$ cat config.mk
export PLATFORM = sky130hd
export DESIGN_NAME = interval_timer_flat
export DESIGN_NICKNAME = d
export VERILOG_FILES = /design/src/rtl/interval_timer_if.sv /design/src/rtl/interval_timer.sv /design/src/flat_wrapper.sv
export SDC_FILE = /design/constraint.sdc
export NUM_CORES = 1
export LEC_CHECK = 0
export CAP_MARGIN = 10
export CORE_MARGIN = 1
export CORE_UTILIZATION = 47
export CTS_BUF_LIST = sky130_fd_sc_hd__clkbuf_8
export CTS_CLUSTER_DIAMETER = 150
export CTS_CLUSTER_SIZE = 28
export DETAILED_ROUTE_END_ITERATION = 7
export GPL_ROUTABILITY_DRIVEN = 0
export GPL_TIMING_DRIVEN = 1
export PLACE_DENSITY = 0.81
export SYNTH_ARGS = -nofsm -noshare
export SYNTH_HDL_FRONTEND = slang
export SYNTH_SLANG_ARGS = --single-unit
$ cat constraint.sdc
create_clock -name clock -period 2.5 [get_ports clock]
set_clock_uncertainty 0.2 [all_clocks]
set_input_delay 0.25 -clock clock [delete_from_list [all_inputs] [get_ports clock]]
set_output_delay 0.25 -clock clock [all_outputs]
set_load 0.01 [all_outputs]
$ cat src/rtl/interval_timer_if.sv
// Interval timer bus: start requests and parameter-block lookups in, timer status out.
// The master modport is the sequencing side; the slave modport is the timer.
interface interval_timer_if;
   logic       start_timer;
   logic [1:0] req_interval;
   logic [3:0] value;
   logic [1:0] interval_sel;
   logic       busy;
   logic [3:0] remaining;
   logic       expired;

   modport master (
      output start_timer,
      output req_interval,
      output value,
      input  interval_sel,
      input  busy,
      input  remaining,
      input  expired
   );

   modport slave (
      input  start_timer,
      input  req_interval,
      input  value,
      output interval_sel,
      output busy,
      output remaining,
      output expired
   );
endinterface

$ cat src/rtl/interval_timer.sv
// Fetches an interval duration from the time-parameter block and counts it down in whole
// seconds, pulsing expired for one cycle when it elapses.
module interval_timer #(
   parameter int unsigned CLK_PER_SEC  = 4,
   parameter int unsigned FETCH_CYCLES = 1
) (
   input logic             clock,
   input logic             reset_sync_n,
   interval_timer_if.slave bus_io
);

   localparam int unsigned PW = (CLK_PER_SEC > 1) ? $clog2(CLK_PER_SEC) : 1;
   localparam logic [PW-1:0] PrescLast = PW'(CLK_PER_SEC - 1);
   localparam logic [1:0] FetchLast = 2'(FETCH_CYCLES - 1);

   typedef enum logic [1:0] {StIdle, StFetch, StRun, StDone} state_e;

   state_e        state_q, state_d;
   logic [1:0]    sel_q, sel_d;
   logic [1:0]    fetch_cnt_q, fetch_cnt_d;
   logic [PW-1:0] presc_q, presc_d;
   logic [3:0]    remaining_q, remaining_d;
   logic          expired_q;
   logic          busy_q;
   logic          tick;
   logic          fetch_done;
   logic [1:0]    req_sel;

   // Reserved selector 11 falls back to the base interval.
   assign req_sel    = (bus_io.req_interval == 2'b11) ? 2'b00 : bus_io.req_interval;
   assign tick       = (presc_q == PrescLast);
   assign fetch_done = (fetch_cnt_q == FetchLast);

   always_comb begin
      state_d     = state_q;
      sel_d       = sel_q;
      fetch_cnt_d = fetch_cnt_q;
      presc_d     = presc_q;
      remaining_d = remaining_q;

      // A start request wins in every state, silently abandoning any interval in flight.
      if (bus_io.start_timer) begin
         state_d     = StFetch;
         sel_d       = req_sel;
         fetch_cnt_d = 2'd0;
      end else begin
         unique case (state_q)
            StIdle: begin
               state_d = StIdle;
            end
            StFetch: begin
               if (fetch_done) begin
                  remaining_d = bus_io.value;
                  presc_d     = '0;
                  state_d     = (bus_io.value == 4'd0) ? StDone : StRun;
               end else begin
                  fetch_cnt_d = fetch_cnt_q + 2'd1;
               end
            end
            StRun: begin
               presc_d = tick ? '0 : presc_q + PW'(1);
               if (tick) begin
                  if (remaining_q > 4'd1) begin
                     remaining_d = remaining_q - 4'd1;
                  end else begin
                     remaining_d = 4'd0;
                     state_d     = StDone;
                  end
               end
            end
            StDone: begin
               state_d = StIdle;
            end
            default: begin
               state_d = StIdle;
            end
         endcase
      end
   end

   always_ff @(posedge clock) begin
      if (!reset_sync_n) begin
         state_q     <= StIdle;
         sel_q       <= 2'b00;
         fetch_cnt_q <= 2'd0;
         presc_q     <= '0;
         remaining_q <= 4'd0;
         expired_q   <= 1'b0;
         busy_q      <= 1'b0;
      end else begin
         state_q     <= state_d;
         sel_q       <= sel_d;
         fetch_cnt_q <= fetch_cnt_d;
         presc_q     <= presc_d;
         remaining_q <= remaining_d;
         expired_q   <= (state_d == StDone);
         busy_q      <= (state_d == StFetch) || (state_d == StRun);
      end
   end

   assign bus_io.interval_sel = sel_q;
   assign bus_io.remaining    = remaining_q;
   assign bus_io.expired      = expired_q;
   assign bus_io.busy         = busy_q;

`ifndef SYNTHESIS
   a_exp_not_busy : assert property (@(posedge clock) disable iff (!reset_sync_n)
      expired_q |-> !busy_q);
   a_exp_single : assert property (@(posedge clock) disable iff (!reset_sync_n)
      expired_q |=> !expired_q);
   a_sel_legal : assert property (@(posedge clock) disable iff (!reset_sync_n)
      sel_q != 2'b11);
`endif

endmodule

$ cat src/flat_wrapper.sv
// flat-port wrapper written by rule: the top's interface ports become plain ports
module interval_timer_flat 
#(
   parameter int unsigned CLK_PER_SEC  = 4,
   parameter int unsigned FETCH_CYCLES = 1
)
  (clock, reset_sync_n, bus_io_start_timer, bus_io_req_interval, bus_io_value, bus_io_interval_sel, bus_io_busy, bus_io_remaining, bus_io_expired);
  interval_timer_if bus_io_i ();
  input logic clock;
  input logic reset_sync_n;
  input wire logic [$bits(bus_io_i.start_timer)-1:0] bus_io_start_timer;
  input wire logic [$bits(bus_io_i.req_interval)-1:0] bus_io_req_interval;
  input wire logic [$bits(bus_io_i.value)-1:0] bus_io_value;
  output wire logic [$bits(bus_io_i.interval_sel)-1:0] bus_io_interval_sel;
  output wire logic [$bits(bus_io_i.busy)-1:0] bus_io_busy;
  output wire logic [$bits(bus_io_i.remaining)-1:0] bus_io_remaining;
  output wire logic [$bits(bus_io_i.expired)-1:0] bus_io_expired;
  assign bus_io_i.start_timer = bus_io_start_timer;
  assign bus_io_i.req_interval = bus_io_req_interval;
  assign bus_io_i.value = bus_io_value;
  assign bus_io_interval_sel = bus_io_i.interval_sel;
  assign bus_io_busy = bus_io_i.busy;
  assign bus_io_remaining = bus_io_i.remaining;
  assign bus_io_expired = bus_io_i.expired;
  interval_timer #(.CLK_PER_SEC(CLK_PER_SEC), .FETCH_CYCLES(FETCH_CYCLES)) u_core (.clock(clock), .reset_sync_n(reset_sync_n), .bus_io(bus_io_i));
endmodule
# Word-level counts from Yosys, hierarchy flattened
# Cells that the tools add are included.
[word_totals]
word_cells = 48
memories = 0
romBits = 0
output_inout_bits = 8
latch_bits = 0
ram_bits = 0
ff_bits = 14
[classes]
eq_ne = 10
addsub = 3
n_mul = 0
order_cmp = 1
n_div = 0
n_reduce_logical = 10
n_mux = 14
bitwise = 3
n_shift = 0
[op_table]
columns = ["operator", "count"]
rows = [
  ["$mux 2", 7],
  ["$eq 2x2->1 const B", 6],
  ["$mux 4", 3],
  ["$pmux 4 s2", 1],
  ["$pmux 2 s3", 1],
  ["$add 2x1->2 const B", 2],
  ["$eq 2x1->1 const B", 2],
  ["$gt 4x1->1 const B", 1],
  ["$logic_not 2->1", 2],
  ["$logic_not 4->1", 1],
  ["$ne 2x1->1 const B", 2],
  ["$pmux 2 s2", 1],
  ["$reduce_and 4->1", 1],
  ["$reduce_or 2->1", 2],
  ["$sub 4x1->4 const B", 1],
  ["$not 1->1", 3],
  ["$reduce_and 3->1", 1],
  ["$reduce_and 2->1", 1],
  ["$reduce_bool 2->1", 1],
  ["$logic_or 1x1->1", 1],
  ["$mux 1", 1],
]

# Depth between registers and ports, before layout
# Gate-level depths: netlist of the first run.
[depth]
ltp_word = 7
mapped_depth = 8

# Worst setup path before layout of the first run
# No wires, ideal clock.
[synth_path]
path_type = "register -> register"
from = "register u_core.remaining_q[0] (netlist: u_core.bus_io.remaining[0])"
to = "register u_core.busy_q (netlist: u_core.bus_io.busy)"
arrival_ns = 1.762
setup_ns = 0.115
path_buffers = 0
setup_slack_ns = 0.423
path_stages_with_launch = 8
required_time_ns = 2.185
path_cell_list = "dfxtp_1 inv_1 ha_1 or2_2 a41oi_1 nand3_1 ha_1 and2_1"
[synth_between]
elab_chain_cells = 7
[synth_rtl]
columns = ["element", "line_no", "rtl"]
rows = [
  ["from (decl)", "interval_timer.sv:22", "logic [3:0] remaining_q, remaining_d;"],
  ["from (signal assigned)", "interval_timer.sv:95", "remaining_q <= remaining_d;"],
  ["$gt 4x1->1 (*)", "interval_timer.sv:63", "if (remaining_q > 4'd1) begin"],
  ["$mux 2 (*)", "interval_timer.sv:63", ""],
  ["$mux 2 (*)", "interval_timer.sv:62", "if (tick) begin"],
  ["$pmux 2 s3 (*)", "interval_timer.sv:47", "unique case (state_q)"],
  ["$mux 2 (*)", "interval_timer.sv:42", "if (bus_io.start_timer) begin"],
  ["net u_core.state_d[0]", "interval_timer.sv:18", "state_e state_q, state_d;"],
  ["$eq 2x1->1 or $eq 2x2->1 (tied branches)", "interval_timer.sv:97", "busy_q <= (state_d == StFetch) || (state_d == StRun);"],
  ["$logic_or 1x1->1 (*)", "interval_timer.sv:97", ""],
  ["to (signal assigned)", "interval_timer.sv:97", ""],
  ["to (decl)", "interval_timer.sv:24", "logic busy_q;"],
]
# The timed path passes the listed nets; every way through them passes the cells marked *.
# A chain may end at the register's enable or synchronous reset.

# Final worst setup path of the first run
# Ends and elaborated chain as after synthesis.

==> results of run 1 <==
final cells by class:
type	instances	area (um2)	share of cell area (%)
inverters	8	30.03	2.952
flip-flops and latches	14	280.3	27.55
repair buffers	16	160.2	15.74
multi-input cells	69	485.5	47.72
well taps	16	20.02	1.968
clock buffers	3	41.29	4.059
synthesized netlist by cell type, drive strengths merged:
cell	count
ha	8
o32ai	1
a211oi	2
dfxtp	14
nand4	2
or2	2
inv	8
a41oi	1
o22ai	1
o21ai	3
a311oi	2
or3	2
buf	2
nand2b	6
a211o	2
a21oi	5
a31oi	3
nor2	4
o41a	1
and2	3
a2111oi	1
nand3	1
nand2	8
and2b	1
nor4b	1
and3b	1
nor2b	3
nand3b	3
nor3	2
critical path, stage by stage, from the launching register on:
cell     delay, ps
dfxtp_1        420
inv_1           70
ha_1           220
or2_2          340
a41oi_1        280
nand3_1        120
ha_1           290
and2_1         150
how the worst min path moves through the flow:
stage,start,to,cells after the start
final,u_core.fetch_cnt_q[1],u_core.fetch_cnt_q[1],2
after global routing,u_core.fetch_cnt_q[1],u_core.fetch_cnt_q[1],2
after CTS,u_core.fetch_cnt_q[1],u_core.fetch_cnt_q[1],2
after detailed placement,u_core.fetch_cnt_q[1],u_core.fetch_cnt_q[1],2
after global placement,u_core.fetch_cnt_q[0],u_core.fetch_cnt_q[0],2
after floorplan,reset_sync_n,u_core.bus_io.busy,1
flip-flops by register name, indices dropped and copies added, names as in the netlist:
name	count
u_core.state_q	2
u_core.bus_io.expired	1
u_core.presc_q	2
u_core.bus_io.interval_sel	2
u_core.fetch_cnt_q	2
u_core.bus_io.busy	1
u_core.bus_io.remaining	4
cells by family after synthesis:
group           Yosys count  share of synthesized area (%)
compound gates           22                          19.27
simple gates             39                          27.83
buf+inv                  10                          6.422
flops                    14                          34.25
fa+ha+maj                 8                          12.23
stage by stage:
stage                     hold slack, ps  power (mW)  cell area (um2)  cells  util [%]
after floorplan                    171.7      0.2947            818.3     93         -
after global placement             238.7      0.3309            975.9    123     62.60
after detailed placement           252.6      0.3321            975.9    123     62.60
after CTS                          260.1      0.5147             1017    126     65.25
after global routing               280.9      0.5377             1017    126     65.25
final                              259.5      0.5109             1017    126     65.25
where the power goes:
part	internal, mW	switching [mW]	total [mW]
sequential	0.233	0.00773	0.241
combinational	0.0467	0.0421	0.0888
clock	0.107	0.0748	0.181
routing by layer:
layer | vias to the layer above | GRT usage (%) | part of all wire (%)
met2 | 17 | 31.04 | 46
met4 | 0 | 11.25 | 2.1
li1 | 369 | - | -
met1 | 319 | 26.61 | 47
met5 | - | 0 | 0
met3 | 5 | 7.500 | 5.3
==> key figures, run 1 <==
STA
  – Slew @ Worst Pin: 573.0 ps
  – Final Max Tran Viols: 0
  – Unrepaired setup endpoints after global routing: false
  – Final setup margin: 312.9 ps
  – Slew HR: 60.81%
  – Final setup vio count: 0
  – Crit path time final: 2187 ps
  – Final period utilization: 87.49%
  – TNS Setup: 0 ps
  – Max Freq: 457.2 MHz
  – Final Hold Viols: 0

Floorplanning
  – Initial Util: 52.49%
  – Die width: 43.73 um
  – Boundary pin count: 17
  – Std cell rows: 14
  – Core Region: 1559 um2
  – Die Area: 1912 um2
  – Die Height: 43.73 um

Global routing
  – Initial antenna violation count: 0
  – GR Util All Layers: 21.00%
  – Number of global-route vias before repair: 619
  – Global-route wire length before repair: 2801 um
  – Grt ovf: 0
  – Largest net degree at the start of global routing: 10

Place
  – Hpwl dp: 1291 um
  – Buffers on Ports: 16
  – Post-Place Setup Slack: 361.6 ps

Logic synthesis
  – Syn_nets: 110
  – Synth Register Bits: 14
  – Area share of the largest cell type after synthesis: 34.25%
  – Seq/Total Area, Yosys: 34.25%
  – Synth warnings: 0
  – Leading area contributor after synthesis: dfxtp_1
  – Syn avg cell area: 8.799 um2
  – Synthesized cell area: 818.3 um2
  – Synth area leaders: dfxtp_1, ha_1, nand2b_1, inv_1, nand2_1
  – Post-synth cell types: 32
  – Post-Synthesis Cells: 93

Setup path
  – Reg2reg start: u_core.bus_io.remaining[0]
  – Worst r2r path cells: 7
  – Startpoint types: register
  – CP Launch Point: u_core.bus_io.remaining[0]
  – Worst Setup EP: u_core.bus_io.busy
  – WP data required: 2440 ps
  – Flop-to-flop setup slack: 310 ps
  – Critical path arrival: 2130 ps
  – CP Capture Type: register
  – Crit-path max FO: 6
  – Critical path class: register to register
  – Worst r2r dst: u_core.bus_io.busy

Routing
  – WL final: 1745 um
  – Drt via density: 5.635
  – Via count: 710
  – Routed Antenna Nets: 0
  – 1st-iter DRT viols: 22
  – Wire length per cell: 13.85 um
  – First-pass DRT Iterations: 6
  – Drt drc: 2

Clock network
  – Clk buf depth: 2
  – Clock-pin slew on the worst setup and hold paths: 50 ps
  – Post-CTS Setup Inserts: 0
  – CTS H-Tree Depth: 1
  – Root buffer cell: clkbuf_8
  – Worst skew pair latency: 250 ps
  – CTS tree: built
  – CTS Hold Buffers Added: 0
  – # clock sinks: 14
  – Total CTS buffers: 3
  – PostCTS Resize Cnt: 0

Hold path
  – HP Class: register to register

Run status
  – Status: complete, but fails checks
  – Failing checks: DRC

Power
  – Power Density: 502.3 nW/um2
  – Worst IR drop on VDD: 406.0 uV
  – Leakage power: 0.3752 nW

Final layout
  – Area grow syn2layout: 24.31%
  – Nets: 129
  – Fill count: 132
  – Share of cells above drive strength 1: 6.364%
  – Antenna diode count: 0
  – Commonest non-fill, non-tap cell in the layout: clkdlybuf4s50_1
  – Most frequent cells in the layout: clkdlybuf4s50_1, dfxtp_1, inv_1, nand2_1, ha_1

Flow run
  – Max-Cap Viols: 0
Power figures use the tool's default switching activity.
==> inputs of run 2 (changes only) <==
--- a/config.mk
+++ b/config.mk
@@ -12,7 +12,6 @@
 export CTS_CLUSTER_DIAMETER = 150
 export CTS_CLUSTER_SIZE = 28
 export DETAILED_ROUTE_END_ITERATION = 7
-export GPL_ROUTABILITY_DRIVEN = 0
 export GPL_TIMING_DRIVEN = 1
 export PLACE_DENSITY = 0.81
 export SYNTH_ARGS = -nofsm -noshare
==> results of run 2 <==
The final DEF is identical to that of run 1; final timing and power are the same.
==> inputs of run 3 (changes only) <==
==> constraint.sdc (replaced) <==
create_clock -name clock -period 2.5 [get_ports clock]
set_clock_uncertainty 0.2 [all_clocks]
set_input_delay 0.25 -clock clock [delete_from_list [all_inputs] [get_ports clock]]
set_output_delay 0.25 -clock clock [all_outputs]
set_load 0.02 [all_outputs]
==> results of run 3 <==
Same layout as run 1 (identical final DEF). Status: complete, but fails checks: DRC.
Among the figures that moved: total power 0.5109 mW -> 0.5162 mW; worst IR drop on VDD 406.0 uV -> 407.4 uV
